--- src/rtl/as2650_bus_ctrl_pkg.sv ---
// Shared definitions for the AS2650 external bus controller: state and grant
// encodings, latched request record, timeout limit and the arbitration rule.
package as2650_bus_ctrl_pkg;

    typedef enum logic [1:0] {
        BUS_IDLE   = 2'd0,
        BUS_SETUP  = 2'd1,
        BUS_STROBE = 2'd2,
        BUS_DONE   = 2'd3
    } bus_state_t;

    typedef enum logic {
        GNT_CPU = 1'b0,
        GNT_DMA = 1'b1
    } grant_t;

    localparam int TIMEOUT_LIMIT = 255;
    localparam int WAIT_W        = 4;
    localparam int TO_W          = 8;

    typedef struct packed {
        grant_t     owner;
        logic       rw;
        logic       m_io;
        logic [7:0] wdata;
    } req_t;

    // On a tie the requester that did not win last time gets the bus.
    function automatic grant_t pick_winner(input logic cpu, input logic dma, input grant_t last);
        if (cpu && dma)
            return (last == GNT_DMA) ? GNT_CPU : GNT_DMA;
        else if (dma)
            return GNT_DMA;
        else
            return GNT_CPU;
    endfunction

endpackage

--- src/rtl/as2650_bus_ctrl_wait_timer.sv ---
// Loadable saturating down-counter with a zero flag; used for strobe wait
// states and, when enabled, the bus timeout.
module as2650_wait_timer #(
    parameter int W = 4
) (
    input  logic         clk,
    input  logic         reset_n,
    input  logic         load,
    input  logic [W-1:0] load_val,
    input  logic         en,
    output logic         zero
);

    logic [W-1:0] cnt;

    always_ff @(posedge clk) begin
        if (!reset_n)
            cnt <= '0;
        else if (load)
            cnt <= load_val;
        else if (en && (cnt != '0))
            cnt <= cnt - 1'b1;
    end

    assign zero = (cnt == '0);

endmodule

--- src/rtl/as2650_bus_ctrl.sv ---
// AS2650 external bus cycle controller: CPU/DMA arbitration and
// setup/strobe/done sequencing. Optional timeout via AS2650_BUS_TIMEOUT_EN.
module as2650_bus_ctrl
    import as2650_bus_ctrl_pkg::*;
#(
    parameter int ADR_W    = 13,
    parameter int WAIT_MEM = 1,
    parameter int WAIT_IO  = 3
) (
    input  logic             clk,
    input  logic             reset_n,
    input  logic             cpu_opreq,
    input  logic [ADR_W-1:0] cpu_adr,
    input  logic             cpu_rw,
    input  logic             cpu_m_io,
    input  logic [7:0]       cpu_wdata,
    output logic [7:0]       cpu_rdata,
    output logic             cpu_opack,
    input  logic             dma_req,
    input  logic [ADR_W-1:0] dma_adr,
    input  logic             dma_rw,
    input  logic [7:0]       dma_wdata,
    output logic [7:0]       dma_rdata,
    output logic             dma_gnt,
    output logic             dma_done,
    output logic [ADR_W-1:0] ext_adr,
    output logic [7:0]       ext_dout,
    input  logic [7:0]       ext_din,
    output logic             ext_oeb,
    output logic             ext_rw,
    output logic             ext_m_io,
    output logic             ext_opreq,
    output logic             ext_wrp,
    input  logic             ext_opack,
    output logic             bus_err
);

    bus_state_t        state, state_next;
    grant_t            last_grant, win;
    req_t              lat;
    logic [ADR_W-1:0]  lat_adr;
    logic              first_strobe;
    logic              bus_err_q;
    logic              wait_zero;
    logic              done_ok;
    logic              timeout_hit;
    logic              in_setup, in_strobe;
    logic [WAIT_W-1:0] wait_load;

    assign in_setup  = (state == BUS_SETUP);
    assign in_strobe = (state == BUS_STROBE);
    assign wait_load = lat.m_io ? WAIT_W'(WAIT_MEM) : WAIT_W'(WAIT_IO);
    assign done_ok   = in_strobe && wait_zero && ext_opack;

    as2650_wait_timer #(.W(WAIT_W)) u_wait (
        .clk      (clk),
        .reset_n  (reset_n),
        .load     (in_setup),
        .load_val (wait_load),
        .en       (in_strobe),
        .zero     (wait_zero)
    );

`ifdef AS2650_BUS_TIMEOUT_EN
    logic to_zero;

    // Loaded with limit-1 so the flag rises on the 255th strobe cycle.
    as2650_wait_timer #(.W(TO_W)) u_timeout (
        .clk      (clk),
        .reset_n  (reset_n),
        .load     (in_setup),
        .load_val (TO_W'(TIMEOUT_LIMIT - 1)),
        .en       (in_strobe),
        .zero     (to_zero)
    );

    assign timeout_hit = in_strobe && to_zero && !done_ok;
`else
    assign timeout_hit = 1'b0;
`endif

    always_comb begin
        state_next = state;
        win        = pick_winner(cpu_opreq, dma_req, last_grant);
        case (state)
            BUS_IDLE:   if (cpu_opreq || dma_req) state_next = BUS_SETUP;
            BUS_SETUP:  state_next = BUS_STROBE;
            BUS_STROBE: if (done_ok || timeout_hit) state_next = BUS_DONE;
            BUS_DONE:   state_next = BUS_IDLE;
            default:    state_next = BUS_IDLE;
        endcase
    end

    always_ff @(posedge clk) begin
        if (!reset_n) begin
            state        <= BUS_IDLE;
            last_grant   <= GNT_DMA;
            lat          <= '0;
            lat_adr      <= '0;
            first_strobe <= 1'b0;
            cpu_rdata    <= 8'h00;
            dma_rdata    <= 8'h00;
            bus_err_q    <= 1'b0;
        end else begin
            state        <= state_next;
            first_strobe <= in_setup;
            if ((state == BUS_IDLE) && (cpu_opreq || dma_req)) begin
                last_grant <= win;
                lat.owner  <= win;
                if (win == GNT_CPU) begin
                    lat_adr   <= cpu_adr;
                    lat.rw    <= cpu_rw;
                    lat.m_io  <= cpu_m_io;
                    lat.wdata <= cpu_wdata;
                end else begin
                    lat_adr   <= dma_adr;
                    lat.rw    <= dma_rw;
                    lat.m_io  <= 1'b1;
                    lat.wdata <= dma_wdata;
                end
            end
            if (done_ok && !lat.rw) begin
                if (lat.owner == GNT_CPU) cpu_rdata <= ext_din;
                else                      dma_rdata <= ext_din;
            end else if (timeout_hit) begin
                if (lat.owner == GNT_CPU) cpu_rdata <= 8'hFF;
                else                      dma_rdata <= 8'hFF;
                bus_err_q <= 1'b1;
            end
        end
    end

    assign ext_adr   = lat_adr;
    assign ext_dout  = lat.wdata;
    assign ext_rw    = lat.rw;
    assign ext_m_io  = lat.m_io;
    assign ext_opreq = in_strobe;
    assign ext_wrp   = first_strobe && lat.rw;
    assign ext_oeb   = !(lat.rw && (in_setup || in_strobe));
    assign cpu_opack = (state == BUS_DONE) && (lat.owner == GNT_CPU);
    assign dma_done  = (state == BUS_DONE) && (lat.owner == GNT_DMA);
    assign dma_gnt   = (state != BUS_IDLE) && (lat.owner == GNT_DMA);
    assign bus_err   = bus_err_q;

endmodule
--- config.mk ---
export PLATFORM = sky130hd
export DESIGN_NAME = as2650_bus_ctrl
export DESIGN_NICKNAME = d
export VERILOG_FILES = /design/src/rtl/as2650_bus_ctrl_pkg.sv /design/src/rtl/as2650_bus_ctrl_wait_timer.sv /design/src/rtl/as2650_bus_ctrl.sv
export SDC_FILE = /design/constraint.sdc
export NUM_CORES = 1
export LEC_CHECK = 0
export ABC_AREA = 1
export CAP_MARGIN = 20
export CORE_ASPECT_RATIO = 1.25
export CORE_UTILIZATION = 47
export CTS_CLUSTER_SIZE = 8
export DETAILED_ROUTE_END_ITERATION = 10
export PLACE_DENSITY = 0.84
export SLEW_MARGIN = 20
export SYNTH_ARGS = -nofsm -noshare
export SYNTH_HDL_FRONTEND = slang
export SYNTH_HIERARCHICAL = 1
export SYNTH_SLANG_ARGS = --single-unit
--- constraint.sdc ---
create_clock -name clk -period 3.4 [get_ports clk]
set_input_delay 0.68 -clock clk [delete_from_list [all_inputs] [get_ports clk]]
set_output_delay 0.68 -clock clk [all_outputs]
set_load 0.05 [all_outputs]
; Word-level counts from Yosys, hierarchy flattened
; Index checks and enable logic that the tools add are counted.
[totals]
ff_bits = 48
output_inout_bits = 46
elab_cells = 52
[classes]
add_sub_neg = 1
n_eq_ne = 5
muxes = 11
bitwise_logic = 1
n_reduce_logical = 23
[op_table]
columns = op, n
row1 = $mux 13, 1
row2 = $logic_and 1x1->1, 11
row3 = $mux 10, 1
row4 = $mux 4, 2
row5 = $pmux 2 s4, 1
row6 = $mux 2, 3
row7 = $reduce_and 2->1, 3
row8 = $eq 2x2->1 const B, 2
row9 = $logic_not 4->1, 1
row10 = $ne 2x2->1 const B, 2
row11 = $reduce_bool 2->1, 2
row12 = $reduce_bool 4->1, 1
row13 = $sub 4x1->4 const B, 1
row14 = $mux 1, 3
row15 = $eq 2x1->1 const B, 1
row16 = $logic_not 1->1, 2
row17 = $logic_not 2->1, 1
row18 = $logic_or 1x1->1, 2
row19 = $not 1->1, 1

; Longest topological paths before layout
[logic_depth]
depth_word = 5
ltp_mapped = 10

; Hierarchy
; Netlist, hierarchy kept.
[modules_own_cells]
columns = mod, n_inst, cells_each, area_per_inst_um2
row1 = as2650_bus_ctrl, 1, 348, 2290.9
row2 = as2650_wait_timer, 1, 41, 274.0

; Worst setup path after synthesis
; No wires, ideal clock.
[synth_timing]
path_type = reg2out
from = register state[0]
to = output dma_gnt
arrival_time_ps = 1343
slack_ps = 1377
stages_incl_launch_ff = 4
n_path_buf = 0
path_cell_list = dfxtp_1 inv_1 ha_1 nor2_1
[synth_between]
elab_chain_cells = 2
[synth_rtl]
columns = item, line_no
row1 = start: declaration, as2650_bus_ctrl.sv:38  ; bus_state_t state, state_next;
row2 = start signal: assignment, as2650_bus_ctrl.sv:105  ; state <= state_next;
row3 = $reduce_bool 2->1, as2650_bus_ctrl.sv:142  ; assign dma_gnt = (state != BUS_IDLE) && (lat.owner == GNT_DMA);
row4 = $logic_and 1x1->1, as2650_bus_ctrl.sv:142
row5 = end: declaration, as2650_bus_ctrl.sv:24  ; output logic dma_gnt,
; No other way between the ends.

; Final worst setup path
[layout_timing]
from = register lat[10] in the netlist's numbering
to = output dma_gnt
[layout_between]
elab_chain_cells = 1
[layout_rtl]
columns = item, line_no
row1 = start: declaration, as2650_bus_ctrl.sv:40  ; req_t lat;
row2 = $logic_and 1x1->1, as2650_bus_ctrl.sv:142
; No other way between the ends.

==> implementation parameters <==
Parameter                              Value

Outcome
  Status ... completed

Clock tree
  Hold-fix buffers, CTS ... 0
  Worst skew pair latency ... between 0.3 and 0.4 ns
  Clock-pin slew on the worst setup and hold paths ... 0.09 ns
  Setup Fix Bufs, Post-CTS ... 0
  CTS sink count ... between 40 and 50
  Clock buffer count from CTS ... 5
  Root buf cell ... clkbuf_8
  Maximum root-to-sink buffer count ... 2
  Number of instances resized during post-cts repair ... 0
  Clock tree from TritonCTS ... built
  Clock H-tree levels ... 2

Logic synthesis
  Number of distinct standard cells referenced by the synthesized netlist ... 30
  Number of warnings issued by yosys ... 6
  Most instantiated flip-flop cell in the synthesis netlist ... dfxtp_1
  Sequential area share after synthesis ... a little under two fifths
  Synthesized cell area ... 2560 um2
  Number of synthesized register bits ... between 40 and 50
  Synthesized netlist cell count ... 389
  Ys async rst share ... 0%
  Count of flip-flops with a built-in enable after synthesis ... 0
  Avg Cell Area, Syn ... 6.59 um2

Timing
  Setup repair after global routing missed its margin ... false
  Final hold violations ... 0
  Max-Slew Margin vs Limit ... between 60% and 70%
  Fin crit period ... about 2.8 ns
  Setup tns final ... 0 ns
  Number of pins exceeding their max-slew limit in the final report ... 0
  Fin Clk Skew ... ~0.013 ns
  Period utilisation layout ... 81.6%
  Max Clk Rate ... 0.360 GHz
  Total of endpoints with negative setup slack in the final report ... 0
  Slew of the pin with the lowest slew margin ... between 0.5 and 0.6 ns

Layout
  Commonest cells after routing, fill and taps aside ... nor2_1, clkdlybuf4s50_1, nand2_1, dfxtp_1, inv_1
  Count of antenna diodes in the layout ... 0
  Fraction of layout instances using a drive strength above 1 ... roughly 5.5%
  Number of nets in the finished design ... between 500 and 600
  Leading cell type in the layout, fill and taps excluded ... nor2_1
  Final cell utilization of the core ... between 70 and 80%
  Growth of design area from synthesis to finish ... 40.7%

Global routing
  Remaining global-route overflow ... 0
  Antenna violations before repair ... 0
  Maximum number of pins on one net before global-route repair ... 49
  Number of global-route vias before repair ... roughly 2400
  Global-route wire length before repair ... between 9000 and 10000 um
  Total global-route track usage ... around 22%

Worst setup path
  Maximum fanout along the worst path ... 13
  Worst Setup Path Type ... flop to output pin
  Endpoint arrival time on the critical path ... about 2.1 ns
  Required time worst endpoint ... between 2 and 3 ns
  CP endpoint kind ... output pin
  Kind of start point of the critical path ... flop

Placed design
  I/O Buffers ... just over 100
  Final HPWL from detailed placement ... approximately 4400 um
  Routability cong. ... 0.874

Die
  Number of placement rows ... 29
  Horizontal extent of the die ... between 60 and 70 um
  Core outline area ... ~5000 um2
  Die span in y ... 84.6 um
  Starting density of the core ... around half
  IO Count ... between 100 and 150
  Die area ... 5760 um2

Drt
  Routed met2 length ... approximately 3000 um
  Routed len/inst ... 11.2 um
  Total detailed-routing wirelength ... roughly 6000 um
  Total number of vias ... approximately 2600
  Vias per cell ... 4.77
  Number of design-rule violations left by the first detailed-router iteration ... 96
  DRC ... 0
  Top layer used by detailed routing ... met4
  Met1 Wirelength ... about 2400 um
  Detailed-routing iteration count for the pre-antenna-repair pass ... 4
  Met3 Wirelength ... roughly 530 um
  Final ANT Viol Nets ... 0

Job
  Number of max-cap violations ... 0

Min path
  Worst hold-check path type ... flop to flop

Power
  Worst supply voltage drop on vdd ... a little under 600 uV
  Static power due to leakage ... approximately 1.7 nW
  Power per cell area ... between 700 and 800 nW/um2
cells by family (layout without fill, tap and decap cells):
family | count (synthesis) | count (layout) | synth area share [%]
simple gates | 223 | 223 | 37.1
buf+inv | 76 | 162 | 15.0
flops | 48 | 48 | 37.5
compound gates | 34 | 34 | 7.37
fa+ha+maj | 5 | 5 | 2.44
other cells | 2 | 4 | 0.293
xor+xnor | 1 | 1 | 0.342
registers in the layout (all words and copies together), names as in the netlist:
register / flops
ext_adr: 13
ext_m_io: 1
first_strobe: 1
last_grant: 1
lat: 1
cpu_rdata: 8
ext_rw: 1
u_wait/cnt: 4
dma_rdata: 8
ext_dout: 8
state: 2
cell type report:
class / count / area (um2)
Sequential cell: 48 / 961
Fill cell: 457 / 1540
Multi-Input combinational cell: 267 / 1230
Timing Repair Buffer: 103 / 1030
Clock inverter: 2 / 38.8
Inverter: 51 / 195
Clock buffer: 6 / 82.6
Tap cell: 62 / 77.6
worst max-delay path, stage by stage (launching register included):
cell	delay (ns)
dfxtp_1	0.63
inv_2	0.20
nor2_1	0.15
clkdlybuf4s50_1	0.81
layer usage:
metal | vias up | GRT usage (%)
li1 | 1344 | -
met1 | 1118 | 21.7
met2 | 99 | 40.3
met3 | 11 | 8.15
met4 | 0 | 8.33
met5 | - | 0
metrics by stage:
step / instances / total power [mW] / worst slack [ns] / area [um2] / hold WS (ns)
final: 539 / 2.85 / 0.625 / 3610 / 0.489
after global routing: 539 / 3.05 / 0.549 / 3610 / 0.516
after CTS: 539 / 2.87 / 0.641 / 3610 / 0.492
after detailed placement: 531 / 2.42 / 0.992 / 3490 / 0.474
after global placement: 531 / 2.38 / 1.04 / 3490 / 0.461
after floorplan: 391 / 2.07 / 1.38 / 2570 / 0.449
report_power, final:
part	internal [mW]	switching (mW)	leakage, nW
combinational	0.523	1.06	1.24
sequential	0.725	0.104	0.395
clock	0.240	0.194	0.0614
cells in the mapped netlist (2+ instances only):
cell,number,area share (%)
o21ai_0,19,3.7
inv_1,45,6.6
inv_2,4,0.59
nand2_4,3,1.3
conb_1,2,0.29
nand3_1,7,1.4
nor2_4,3,1.3
buf_2,2,0.39
nand4_1,16,3.9
buf_4,11,3.2
a21oi_1,3,0.59
nor2_1,110,16
ha_1,5,2.4
clkbuf_1,4,0.59
dfxtp_1,48,37
nand2_1,80,12
buf_6,7,3.1
o21ai_1,8,1.6
worst paths after layout:
| kind | start | to | slack, ns | cells past startpoint |
|---|---|---|---|---|
| min reg2reg | dma_rdata[5]$_SDFFE_PN0P_ | dma_rdata[5]$_SDFFE_PN0P_ | 0.49 | 2 |
| max | lat[10]$_SDFFE_PN0P_ | dma_gnt | 0.62 | 3 |
| max reg2reg | u_wait/cnt[0]$_SDFFE_PN0P_ | dma_rdata[4]$_SDFFE_PN0P_ | 1.75 | 9 |
| min | dma_rdata[5]$_SDFFE_PN0P_ | dma_rdata[5]$_SDFFE_PN0P_ | 0.49 | 2 |
Note: power is estimated with default switching activity, not from simulation.
